===== config.mk =====
export PLATFORM = sky130hd
export DESIGN_NAME = burst_transfer_engine
export DESIGN_NICKNAME = d
export VERILOG_FILES = /design/src/rtl/burst_transfer_engine.sv
export SDC_FILE = /design/constraint.sdc
export NUM_CORES = 1
export LEC_CHECK = 0
export ABC_AREA = 1
export CAP_MARGIN = 30
export CORE_ASPECT_RATIO = 1.25
export CORE_UTILIZATION = 35
export DETAILED_ROUTE_END_ITERATION = 8
export HOLD_SLACK_MARGIN = 0.12
export MAX_ROUTING_LAYER = met4
export PLACE_DENSITY_LB_ADDON = 0.25
export SLEW_MARGIN = 30
export SYNTH_ARGS = -nofsm -noshare
export SYNTH_HDL_FRONTEND = slang
export SYNTH_SLANG_ARGS = --single-unit

===== constraint.sdc =====
create_clock -name clk_i -period 13 [get_ports clk_i]
set_input_delay 1.3 -clock clk_i [delete_from_list [all_inputs] [get_ports clk_i]]
set_output_delay 1.3 -clock clk_i [all_outputs]
set_load 0.005 [all_outputs]

===== src/rtl/burst_transfer_engine.sv =====
// rtl/burst_transfer_engine.sv - latches a packet and streams it out chunk by chunk with incrementing destination addresses
//
// Optional feature macro: BURST_XFER_CHECKSUM_EN (adds checksum_o, XOR of accepted chunks)
//
// Ports:
//   clk_i, rst_i        clock (rising edge), asynchronous active-high reset
//   start_i, abort_i    transfer request (IDLE only) / cancel (XFER only)
//   src_address_i       source address, latched and echoed on src_address_o
//   dst_address_i       base destination address
//   len_i               number of chunks to send
//   data_in_i           packet, chunk k at [k*DATA_WIDTH +: DATA_WIDTH]
//   data_out_o          current chunk
//   addr_out_o          destination address of the current chunk
//   data_valid_o        beat valid; data_ready_i accepts it
//   busy_o              transfer in progress
//   done_o, error_o     one-cycle completion pulse; error_o marks a failed transfer
//   checksum_o          (optional) XOR of all accepted chunks

module burst_transfer_engine #(
    parameter int DATA_WIDTH = 8,
    parameter int MAX_CHUNKS = 32,
    parameter int ADDR_WIDTH = 16,
    parameter int LEN_WIDTH  = $clog2(MAX_CHUNKS) + 1
) (
    input  logic                             clk_i,
    input  logic                             rst_i,
    input  logic                             start_i,
    input  logic                             abort_i,
    input  logic [ADDR_WIDTH-1:0]            src_address_i,
    input  logic [ADDR_WIDTH-1:0]            dst_address_i,
    input  logic [LEN_WIDTH-1:0]             len_i,
    input  logic [MAX_CHUNKS*DATA_WIDTH-1:0] data_in_i,
    output logic [DATA_WIDTH-1:0]            data_out_o,
    output logic [ADDR_WIDTH-1:0]            addr_out_o,
    output logic                             data_valid_o,
    input  logic                             data_ready_i,
    output logic [ADDR_WIDTH-1:0]            src_address_o,
    output logic                             busy_o,
    output logic                             done_o,
    output logic                             error_o
`ifdef BURST_XFER_CHECKSUM_EN
    ,
    output logic [DATA_WIDTH-1:0]            checksum_o
`endif
);

    localparam int AW1 = ADDR_WIDTH + 1;

    typedef enum logic [1:0] {
        IDLE   = 2'd0,
        XFER   = 2'd1,
        FINISH = 2'd2,
        FAIL   = 2'd3
    } state_t;

    state_t state_q, state_d;

    logic [MAX_CHUNKS*DATA_WIDTH-1:0] pkt_q;
    logic [LEN_WIDTH-1:0]             len_q;
    logic [LEN_WIDTH-1:0]             cnt_q;
    logic [ADDR_WIDTH-1:0]            addr_q;
    logic [ADDR_WIDTH-1:0]            src_q;

    logic              start_acc;
    logic              handshake;
    logic              last_beat;
    logic              bad_params;
    logic [AW1-1:0]    end_addr;

    // Highest destination address the burst would touch; the extra bit
    // catches a burst that would wrap past the top of the address space.
    assign end_addr   = {1'b0, dst_address_i} + AW1'(len_i) - AW1'(1);
    assign bad_params = (len_i == '0) ||
                        (len_i > LEN_WIDTH'(MAX_CHUNKS)) ||
                        end_addr[ADDR_WIDTH];

    assign start_acc = (state_q == IDLE) && start_i;
    // Abort wins over a same-cycle handshake, so that beat is never counted.
    assign handshake = (state_q == XFER) && data_ready_i && !abort_i;
    assign last_beat = (cnt_q == len_q - LEN_WIDTH'(1));

    always_ff @(posedge clk_i or posedge rst_i) begin
        if (rst_i) begin
            state_q <= IDLE;
        end else begin
            state_q <= state_d;
        end
    end

    always_comb begin
        state_d = state_q;
        case (state_q)
            IDLE: begin
                if (start_i) begin
                    state_d = bad_params ? FAIL : XFER;
                end
            end
            XFER: begin
                if (abort_i) begin
                    state_d = FAIL;
                end else if (handshake && last_beat) begin
                    state_d = FINISH;
                end
            end
            FINISH:  state_d = IDLE;
            FAIL:    state_d = IDLE;
            default: state_d = IDLE;
        endcase
    end

    // The packet is held in a shift register: the current chunk always sits
    // in the low slice, so data_out_o is a plain register tap.
    always_ff @(posedge clk_i or posedge rst_i) begin
        if (rst_i) begin
            pkt_q  <= '0;
            len_q  <= '0;
            cnt_q  <= '0;
            addr_q <= '0;
            src_q  <= '0;
        end else if (start_acc) begin
            pkt_q  <= data_in_i;
            len_q  <= len_i;
            cnt_q  <= '0;
            addr_q <= dst_address_i;
            src_q  <= src_address_i;
        end else if (handshake) begin
            pkt_q  <= pkt_q >> DATA_WIDTH;
            cnt_q  <= cnt_q + LEN_WIDTH'(1);
            addr_q <= addr_q + ADDR_WIDTH'(1);
        end
    end

`ifdef BURST_XFER_CHECKSUM_EN
    logic [DATA_WIDTH-1:0] csum_q;

    always_ff @(posedge clk_i or posedge rst_i) begin
        if (rst_i) begin
            csum_q <= '0;
        end else if (start_acc) begin
            csum_q <= '0;
        end else if (handshake) begin
            csum_q <= csum_q ^ pkt_q[DATA_WIDTH-1:0];
        end
    end

    assign checksum_o = csum_q;
`endif

    assign data_out_o    = pkt_q[DATA_WIDTH-1:0];
    assign addr_out_o    = addr_q;
    assign src_address_o = src_q;
    assign data_valid_o  = (state_q == XFER);
    assign busy_o        = (state_q == XFER);
    assign done_o        = (state_q == FINISH) || (state_q == FAIL);
    assign error_o       = (state_q == FAIL);

endmodule

=== Word-level counts from Yosys, hierarchy flattened ===
Cells that the tools add are included.

* Register bits after elaboration: 302
* Logic and storage cells: 42
* Output and inout port bits: 44
* Bits of input ports: 299

* Add/subtract/negate cells: 5
* Multiplexer cells: 11
* $lt $le $gt $ge: 1
* Reduce and logical (&&, ||, !) cells: 13
* Equality and inequality tests: 6

{| class="wikitable"
|+ Operator list
! cell !! number
|-
| $mux 256 || 2
|-
| $mux 16 || 2
|-
| $add 16x6->17 || 1
|-
| $sub 17x1->17 const B || 1
|-
| $add 16x1->16 const B || 1
|-
| $mux 6 || 2
|-
| $mux 2 || 4
|-
| $add 6x1->6 const B || 1
|-
| $eq 6x6->1 || 1
|-
| $gt 6x6->1 const B || 1
|-
| $logic_not 6->1 || 1
|-
| $pmux 2 s3 || 1
|-
| $sub 6x1->6 const B || 1
|-
| $eq 2x2->1 const B || 2
|-
| $logic_and 1x1->1 || 4
|-
| $logic_or 1x1->1 || 3
|-
| $ne 3x2->1 const B || 1
|-
| $eq 2x1->1 const B || 1
|-
| $logic_not 2->1 || 1
|-
| $ne 2x2->1 const B || 1
|-
| $reduce_and 2->1 || 1
|-
| $reduce_bool 2->1 || 1
|-
| $reduce_or 2->1 || 1
|-
| $logic_not 1->1 || 1
|}

=== Depth between registers and ports, before layout ===
Gate-level depths: netlist of the first run.

* Depth after elaboration: 7
* Mapped depth: 16
* Depth with buffers taken out: 16

=== Least setup slack after synthesis of the first run ===
Ideal clock, no wire load.

* Path kind: in2reg
* Start: in dst_address_i[5]
* End: reg state_q[1]
* Data arrival time: 2.490 ns
* Data required time: 12.887 ns
* Stages on the path: 14
* Library setup time: 0.113 ns
* Path slack: 10.397 ns
* Buffers on the path: 0
* Path through: inv_1 > ha_1 > inv_1 > ha_1 > a21oi_1 > nor2_1 > nor2_1 > nand2_1 > nand2_1 > nand2_1 > nand2_1 > nand3_1 > nand2_1 > inv_1

* Longest elaborated chain between the ends: 6

{| class="wikitable"
|+ RTL lines
! item !! RTL line !! RTL
|-
| start: declaration || 30 || <nowiki>input logic [ADDR_WIDTH-1:0] dst_address_i,</nowiki>
|-
| $add 16x6->17 || 72 || <nowiki>assign end_addr = {1'b0, dst_address_i} + AW1'(len_i) - AW1'(1);</nowiki>
|-
| $sub 17x1->17 || 72 ||
|-
| $logic_or 1x1->1 || 74 || <nowiki>(len_i > LEN_WIDTH'(MAX_CHUNKS)) ||</nowiki>
|-
| $mux 2 || 95 || <nowiki>state_d = bad_params ? FAIL : XFER;</nowiki>
|-
| $mux 2 || 94 || <nowiki>if (start_i) begin</nowiki>
|-
| $pmux 2 s3 || 92 || <nowiki>case (state_q)</nowiki>
|-
| end signal: assignment || 86 || <nowiki>state_q <= state_d;</nowiki>
|-
| end: declaration || 56 || <nowiki>state_t state_q, state_d;</nowiki>
|}

Every way passes these cells. The select of a mux whose other input is x is not followed.
A chain may end at the register's enable or synchronous reset.

=== Worst setup path after layout of the first run ===
* Start: in abort_i
* End: reg addr_q[13] (netlist: addr_out_o[13])

* Longest elaborated chain between the ends: 3

{| class="wikitable"
|+ RTL lines
! item !! RTL line !! RTL
|-
| start: declaration || 28 || <nowiki>input logic abort_i,</nowiki>
|-
| $logic_not 1->1 || 79 || <nowiki>assign handshake = (state_q == XFER) && data_ready_i && !abort_i;</nowiki>
|-
| $logic_and 1x1->1 || 79 ||
|-
| $reduce_bool 2->1 (no line) || - ||
|-
| end signal: assignment || 124 || <nowiki>addr_q <= dst_address_i;</nowiki>
|-
| end signal: assignment || 129 || <nowiki>addr_q <= addr_q + ADDR_WIDTH'(1);</nowiki>
|-
| end: declaration || 61 || <nowiki>logic [ADDR_WIDTH-1:0] addr_q;</nowiki>
|}

Every way passes these cells.

==> flow_summary.toml, run 1 <==
[clocking]
cts-root-buf = "clkbuf_16"
cts_made_buffers = 31
clkSlewWorstSetupHoldPaths_ns = 0.07
h-tree-depth = 1
cts_sinks = 302
cts_buffer_depth = 3
ctsResizeCount = 0
cts_tree = "yes"
insertion_delay_ns = 0.56
postCtsSetupBuffers = 0
cts_hold_buf = 0

[power_and_ir_drop]
p_leak_nw = 8.406
internal_power_w = 0.002547
seq_power_share = 0.392
p_sw_frac = 0.3576
ir_worst_vdd_uv = 111.1
power.switching_w = 0.001417
p_per_area_nw_per_um2 = 206.7
clkPwrFrac = 0.223
pwr-share-comb = 0.386

[worst_setup_path]
cpPeakStageDelay_ns = 0.89
path_max_fanout = 102
worst_r2r_path_depth = 11
cpMaxStageDelayCell = "inv_2"
path_delay_family = "buffers and inverters"
worst_ep_required_time_ns = 13.48
critPathBufInv = 4
path_cells = "clkdlybuf4s50_1, nor2_4, buf_4, inv_8, nand2_8, inv_2, nand2_1, o21ai_1, o21bai_1"
r2r-start = "state_q[0]"
r2r_end = "addr_out_o[13]"
reg2reg_slack_ns = 9.36
end_kind = "flip-flop"
arrival_ns = 4.73
critPathLaunchType = "primary input"
worstSetupPathType = "primary input to flip-flop"

[timing]
hold_viol = 0
max_slew_margin = 0.3957
rsz0062_at_grt = "false"
fin_crit_ns = 4.245
finalSetupViolations = 0
period_share = 0.3266
final_max_slew_viol_count = 0
max_freq_mhz = 235.6
tns_ns = 0
whs_ns = 0.4771
clock_skew_ns = 0.01185
worst_pin_slew_ns = 0.9065

[yosys]
ys_seq_area_frac = 0.5187
synth_top_family_by_area = "compound AO/OA/AOI/OAI gates"
syn_area_um2 = 14570
syn-num-nets = 1875
ys_warn_count = 0
synth_cells = 1554
postSynthAreaPerCell_um2 = 9.376
synth_compound_area_frac = 0.1994
yosys.area_share.simple = 0.1446
synthAdderAreaFrac = 0.01889
synth_xor_area_frac = 0.0006011
yosysUniqueCellTypes = 32
ys_seq_elements = 302
synthMuxAreaShare = 0

[worst_hold_path]
hold_start = "src_address_o[14]"
hp-class = "flip-flop to flip-flop"
worstHoldEndpoint = "src_address_o[14]"
hold_depth = 2

[routing]
drtPass1Iterations = 5
routed_wl_um = 39870
detail_route.wl_per_cell_um = 16.52
drc = 0
routed_via_density = 4.889
final_antenna_net_count = 0
drt_iter0_drc = 791
vias = 11800

[run]
drv_cap = 0

[global_routing]
globalRoute.totalOverflow = 0
grt_usage = 0.1945
antenna_found_initial = 4
grt_pass1_wl_um = 63400
grt_pass1_vias = 11930
grt_start_max_net_pins = 180

[floorplan]
start_util = 0.3552
die_x_um = 184.5
die_y_um = 230.1
io_pins = 343
num_rows = 83
core-area_um2 = 41020
die-area_um2 = 42450

[final_layout]
syn2layout_area_growth_pct = 31.64
nNetsFinal = 2158
layout-drive-gt1-share = 0.07750
design_area_um2 = 19180
stdcell_count = 2414
nFillCells = 3917

[place]
numPortBuffers = 342
gp_congestion = 0.8173
dp_cells = 2355
place_hpwl_um = 27930
postPlaceCellArea_um2 = 18140

[outcome]
outcome = "finished clean"
## power groups by stage
| stage | Sequential [W] | Clock [W] | Combinational (W) |
|---|---|---|---|
| 6_report | 0.00155 | 0.000883 | 0.00153 |
| 5_1_grt | 0.00160 | 0.000945 | 0.00173 |
| 4_1_cts | 0.00155 | 0.000907 | 0.00155 |
| 3_5_place_dp | 0.00157 | 0 | 0.00154 |
| 3_3_place_gp | 0.00156 | 0 | 0.00149 |
| 2_1_floorplan | 0.00153 | 0 | 0.00113 |
## layout make-up
cell class	count	area [um2]	share of cell area
Antenna cell	4	10.01	0.0005219
Clock buffer	47	895.9	0.04671
Clock inverter	7	95.09	0.004958
Inverter	286	1101	0.05741
Multi-Input combinational cell	863	5296	0.2761
Sequential cell	302	7557	0.3940
Tap cell	552	690.7	0.03601
Timing Repair Buffer	353	3533	0.1842
## worst max path at each step
stage	endpoint	startpoint	depth (start not counted)
6_report	addr_out_o[13]	abort_i	9
5_1_grt	addr_out_o[13]	abort_i	9
4_1_cts	addr_out_o[13]	abort_i	9
3_5_place_dp	addr_out_o[13]	abort_i	9
3_3_place_gp	addr_out_o[13]	abort_i	9
2_1_floorplan	addr_out_o[0]	rst_i	1
## through the flow
stage	total power (W)	utilization	setup WS [ns]
3_3_place_gp	0.003054	0.4422	8.128
3_5_place_dp	0.003110	0.4423	8.176
6_report	0.003964	0.4676	8.755
4_1_cts	0.004008	0.4664	8.774
2_1_floorplan	0.002664	-	3.354
5_1_grt	0.004270	0.4676	8.484
## tightest hold or removal path: cells and delay by family, from the launching register on
family	cells	cell delay, ns
flops	1	0.34
simple gates	2	0.10
## Yosys cell counts
library cell  number  area [um2]
nand2_1          454        1704
dfrtp_1          302        7557
inv_1            282        1059
o221ai_1         116        1016
o221ai_2          80        1201
buf_2             59       295.3
o211ai_1          40       300.3
nand3_1           38       190.2
o21ai_0           28       140.1
nor2_1            26       97.59
ha_1              22       275.3
a21oi_1           20       100.1
buf_4             16       120.1
buf_6             16       180.2
clkbuf_1          10       37.54
nor3_1             8       40.04
a22oi_1            6       45.04
o21ai_1            5       25.02
o21bai_1           4       30.03
o22ai_1            4       25.02
inv_2              3       11.26
nand4_1            3       18.77
buf_1              2       7.510
nor2_4             2       22.52
a21o_1             1       7.510
a31oi_1            1       6.260
inv_4              1       6.260
nand2_2            1       6.260
nand2_8            1       20.02
nand3b_1           1       7.510
o311ai_0           1       8.760
xor2_1             1       8.760
## sequential cells by signal, summed over array words and instances, names as in the netlist
| register | flops |
|---|---|
| pkt_q | 256 |
| addr_out_o | 16 |
| src_address_o | 16 |
| cnt_q | 6 |
| len_q | 6 |
| state_q | 2 |
## placed cells by master (no fill, tap or decap), types with 2 or more instances in the layout
cell type        count
a21oi_1             20
a22oi_1              6
buf_4                8
buf_6                2
bufinv_16            2
clkbuf_1            10
clkbuf_16           31
clkbuf_8             6
clkdlybuf4s50_1    342
clkinv_2             2
dfrtp_1            302
diode_2              4
ha_1                22
inv_1              281
inv_2                2
inv_8                2
nand2_1            454
nand3_1             38
nand4_1              3
nor2_1              26
nor2_4               2
nor3_1               8
o211ai_1            40
o21ai_0             28
o21ai_1              5
o21bai_1             4
o221ai_1           116
o221ai_2            80
o22ai_1              4
## layer usage
layer	routed length, um	vias up	GRT usage
met1	17090	5689	0.2492
met3	1878	53	0.02217
met5	0	-	-
met2	19910	317	0.3186
li1	-	5743	-
met4	1002	0	0.06380
## kinds of logic after synthesis
group	count (synthesis)
simple gates	534
buf+inv	389
compound gates	306
flops	302
fa+ha+maj	22
xor+xnor	1
Note: power is estimated with default switching activity, not from simulation.
==> run 2, diff against run 1 <==
- clock period: 13 -> 4.1 ns (I/O delays scaled with it)
==> run 2 against run 1 <==
Die area stayed put. Clock-buffer cell count up 2. Global-route usage grew 0.48 points. Critical path type is now flip-flop to flip-flop. Flip-flop and latch count stayed put. Combinational power grew to 3.2 times the previous value. First-iteration DRC count is 16% lower. Critical path depth up 1. Critical endpoint unchanged. Sequential share of layout area down 0.39 points. Final cell count is 0.37% higher. Clock power rose to 3.5 times the previous value. Non-clock buffer count rose by 1.
==> flow_summary.toml, run 2 (synthesis results as in run 1) <==
[outcome]
outcome = "finished clean"

[final_layout]
syn2layout_area_growth_pct = 32.95
fin_util = 0.4722
layout-drive-gt1-share = 0.08262
largest_reg_flops = 256
nFillCells = 3871
regMostFlops = "pkt_q"
nNetsFinal = 2163
stdcell_count = 2423
final_common_cell = "nand2_1"
layout_common_cells = "454 x nand2_1, 342 x clkdlybuf4s50_1, 302 x dfrtp_1, 281 x inv_1, 116 x o221ai_1"

[floorplan]
core-area_um2 = 41020
die-area_um2 = 42450
die_y_um = 230.1
num_rows = 83
start_util = 0.3552
io_pins = 343
die_x_um = 184.5

[place]
dp_slack_ns = 1.005
numPortBuffers = 342
gp_congestion = 0.8415
place_hpwl_um = 28270
dp_cells = 2357

[clocking]
h-tree-depth = 2
cts_made_buffers = 35
cts_tree = "yes"
cts-root-buf = "clkbuf_16"
clkSlewWorstSetupHoldPaths_ns = 0.06
postCtsSetupBuffers = 0
cts_buffer_depth = 3
insertion_delay_ns = 0.53
cts_hold_buf = 0
ctsResizeCount = 0
cts_sinks = 302

[worst_setup_path]
path_depth = 10
path_delay_family = "buffers and inverters"
cpPeakStageDelay_ns = 0.84
reg2reg_slack_ns = 1.39
end_kind = "flip-flop"
r2r-start = "state_q[0]"
path_cells = "inv_2, nor2_4, nand2_1, nor2_4, inv_8, nand2_8, inv_2, nand2_1, o21ai_1, o21bai_1"
critPathBufInv = 3
worstSetupPathType = "flip-flop to flip-flop"
worst_r2r_path_depth = 10
r2r_end = "addr_out_o[13]"
cp-endpoint = "addr_out_o[13]"
cpMaxStageDelayCell = "inv_2"
path_max_fanout = 79
cp-startpoint = "state_q[0]"
worst_ep_required_time_ns = 4.53
critPathLaunchType = "flip-flop"
arrival_ns = 3.14

[timing]
max_freq_mhz = 368.9
setup_ws_ns = 1.389
hold_viol = 0
max_slew_margin = 0.2785
worst_pin_slew_ns = 1.082
finalSetupViolations = 0
clock_skew_ns = 0.01648
period_share = 0.6611
rsz0062_at_grt = "false"
fin_crit_ns = 2.711
final_max_slew_viol_count = 0

[global_routing]
grt_usage = 0.1993
grt_pass1_wl_um = 64680
grt_start_max_net_pins = 172
grt_pass1_vias = 12100
globalRoute.totalOverflow = 0
antenna_found_initial = 7

[routing]
drt_iter0_drc = 664
vias = 11790
drc = 0
routed_wl_um = 40430
final_antenna_net_count = 0
routed_via_density = 4.868
drtPass1Iterations = 5
detail_route.wl_per_cell_um = 16.69

[power_and_ir_drop]
p_leak_nw = 8.495
finalPower_w = 0.01285
ir_worst_vdd_uv = 365.8
p_per_area_nw_per_um2 = 663.1

[worst_hold_path]
hp-class = "primary input to asynchronous set/reset pin"

[run]
drv_cap = 0
==> run 2: cell count changes in the layout (fill, tap and decap cells not counted), sizes merged <==
cell | before | now
diode | 4 | 7
clkbuf | 47 | 49
bufinv | 2 | 1
clkinv | 4 | 7
clkinvlp | 1 | 2
buf | 11 | 12
==> run 2: worst min-delay path by stage <==
stage                      startpoint           endpoint  slack (ns)
floorplan                  pkt_q[220]         pkt_q[212]        0.45
global placement    src_address_o[11]  src_address_o[11]        0.46
detailed placement   src_address_o[0]   src_address_o[0]        0.47
CTS                             rst_i         pkt_q[173]        0.38
global route                    rst_i         pkt_q[189]        0.43
finish                          rst_i         pkt_q[189]        0.37
==> run 2: per-stage QoR <==
stage                     hold WS, ns  TNS (ns)  area (um2)
after floorplan                0.4494    -98.16       14570
after global placement         0.4617         0       18240
after detailed placement       0.4686         0       18240
after CTS                      0.3829         0       19350
after global routing           0.4261         0       19370
final                          0.3693         0       19370
==> run 2: cell type report <==
class,count,area [um2],area share
well taps,552,690.7,0.03565
repair buffers,354,3601,0.1859
clock buffers,49,1020,0.05264
inverters,286,1092,0.05639
flip-flops and latches,302,7557,0.3901
clock inverters,10,96.34,0.004974
diodes,7,17.52,0.0009043
multi-input cells,863,5296,0.2734
==> run 2: per-layer routing <==
layer,up-vias,global-route usage,share of wire
li1,5755,-,-
met1,5656,0.2470,0.43
met2,319,0.3239,0.50
met3,64,0.03231,0.049
met4,0,0.07656,0.028
met5,-,-,0
==> run 2: worst reg2reg max path, stage by stage (launching register included) <==
cell      delay [ns]
dfrtp_1         0.41
inv_2           0.12
nor2_4          0.04
nand2_1         0.10
nor2_4          0.06
inv_8           0.26
nand2_8         0.40
inv_2           0.88
nand2_1         0.12
o21ai_1         0.10
o21bai_1        0.12
==> run 2: where the power goes <==
| part | internal, W | total (W) | switching (W) | leakage [nW] |
|---|---|---|---|---|
| clock network | 0.00180 | 0.00305 | 0.00125 | 0.550 |
| registers | 0.00439 | 0.00492 | 0.000531 | 3.75 |
| logic | 0.00208 | 0.00488 | 0.00279 | 4.19 |
| total | 0.00828 | 0.0128 | 0.00457 | 8.50 |
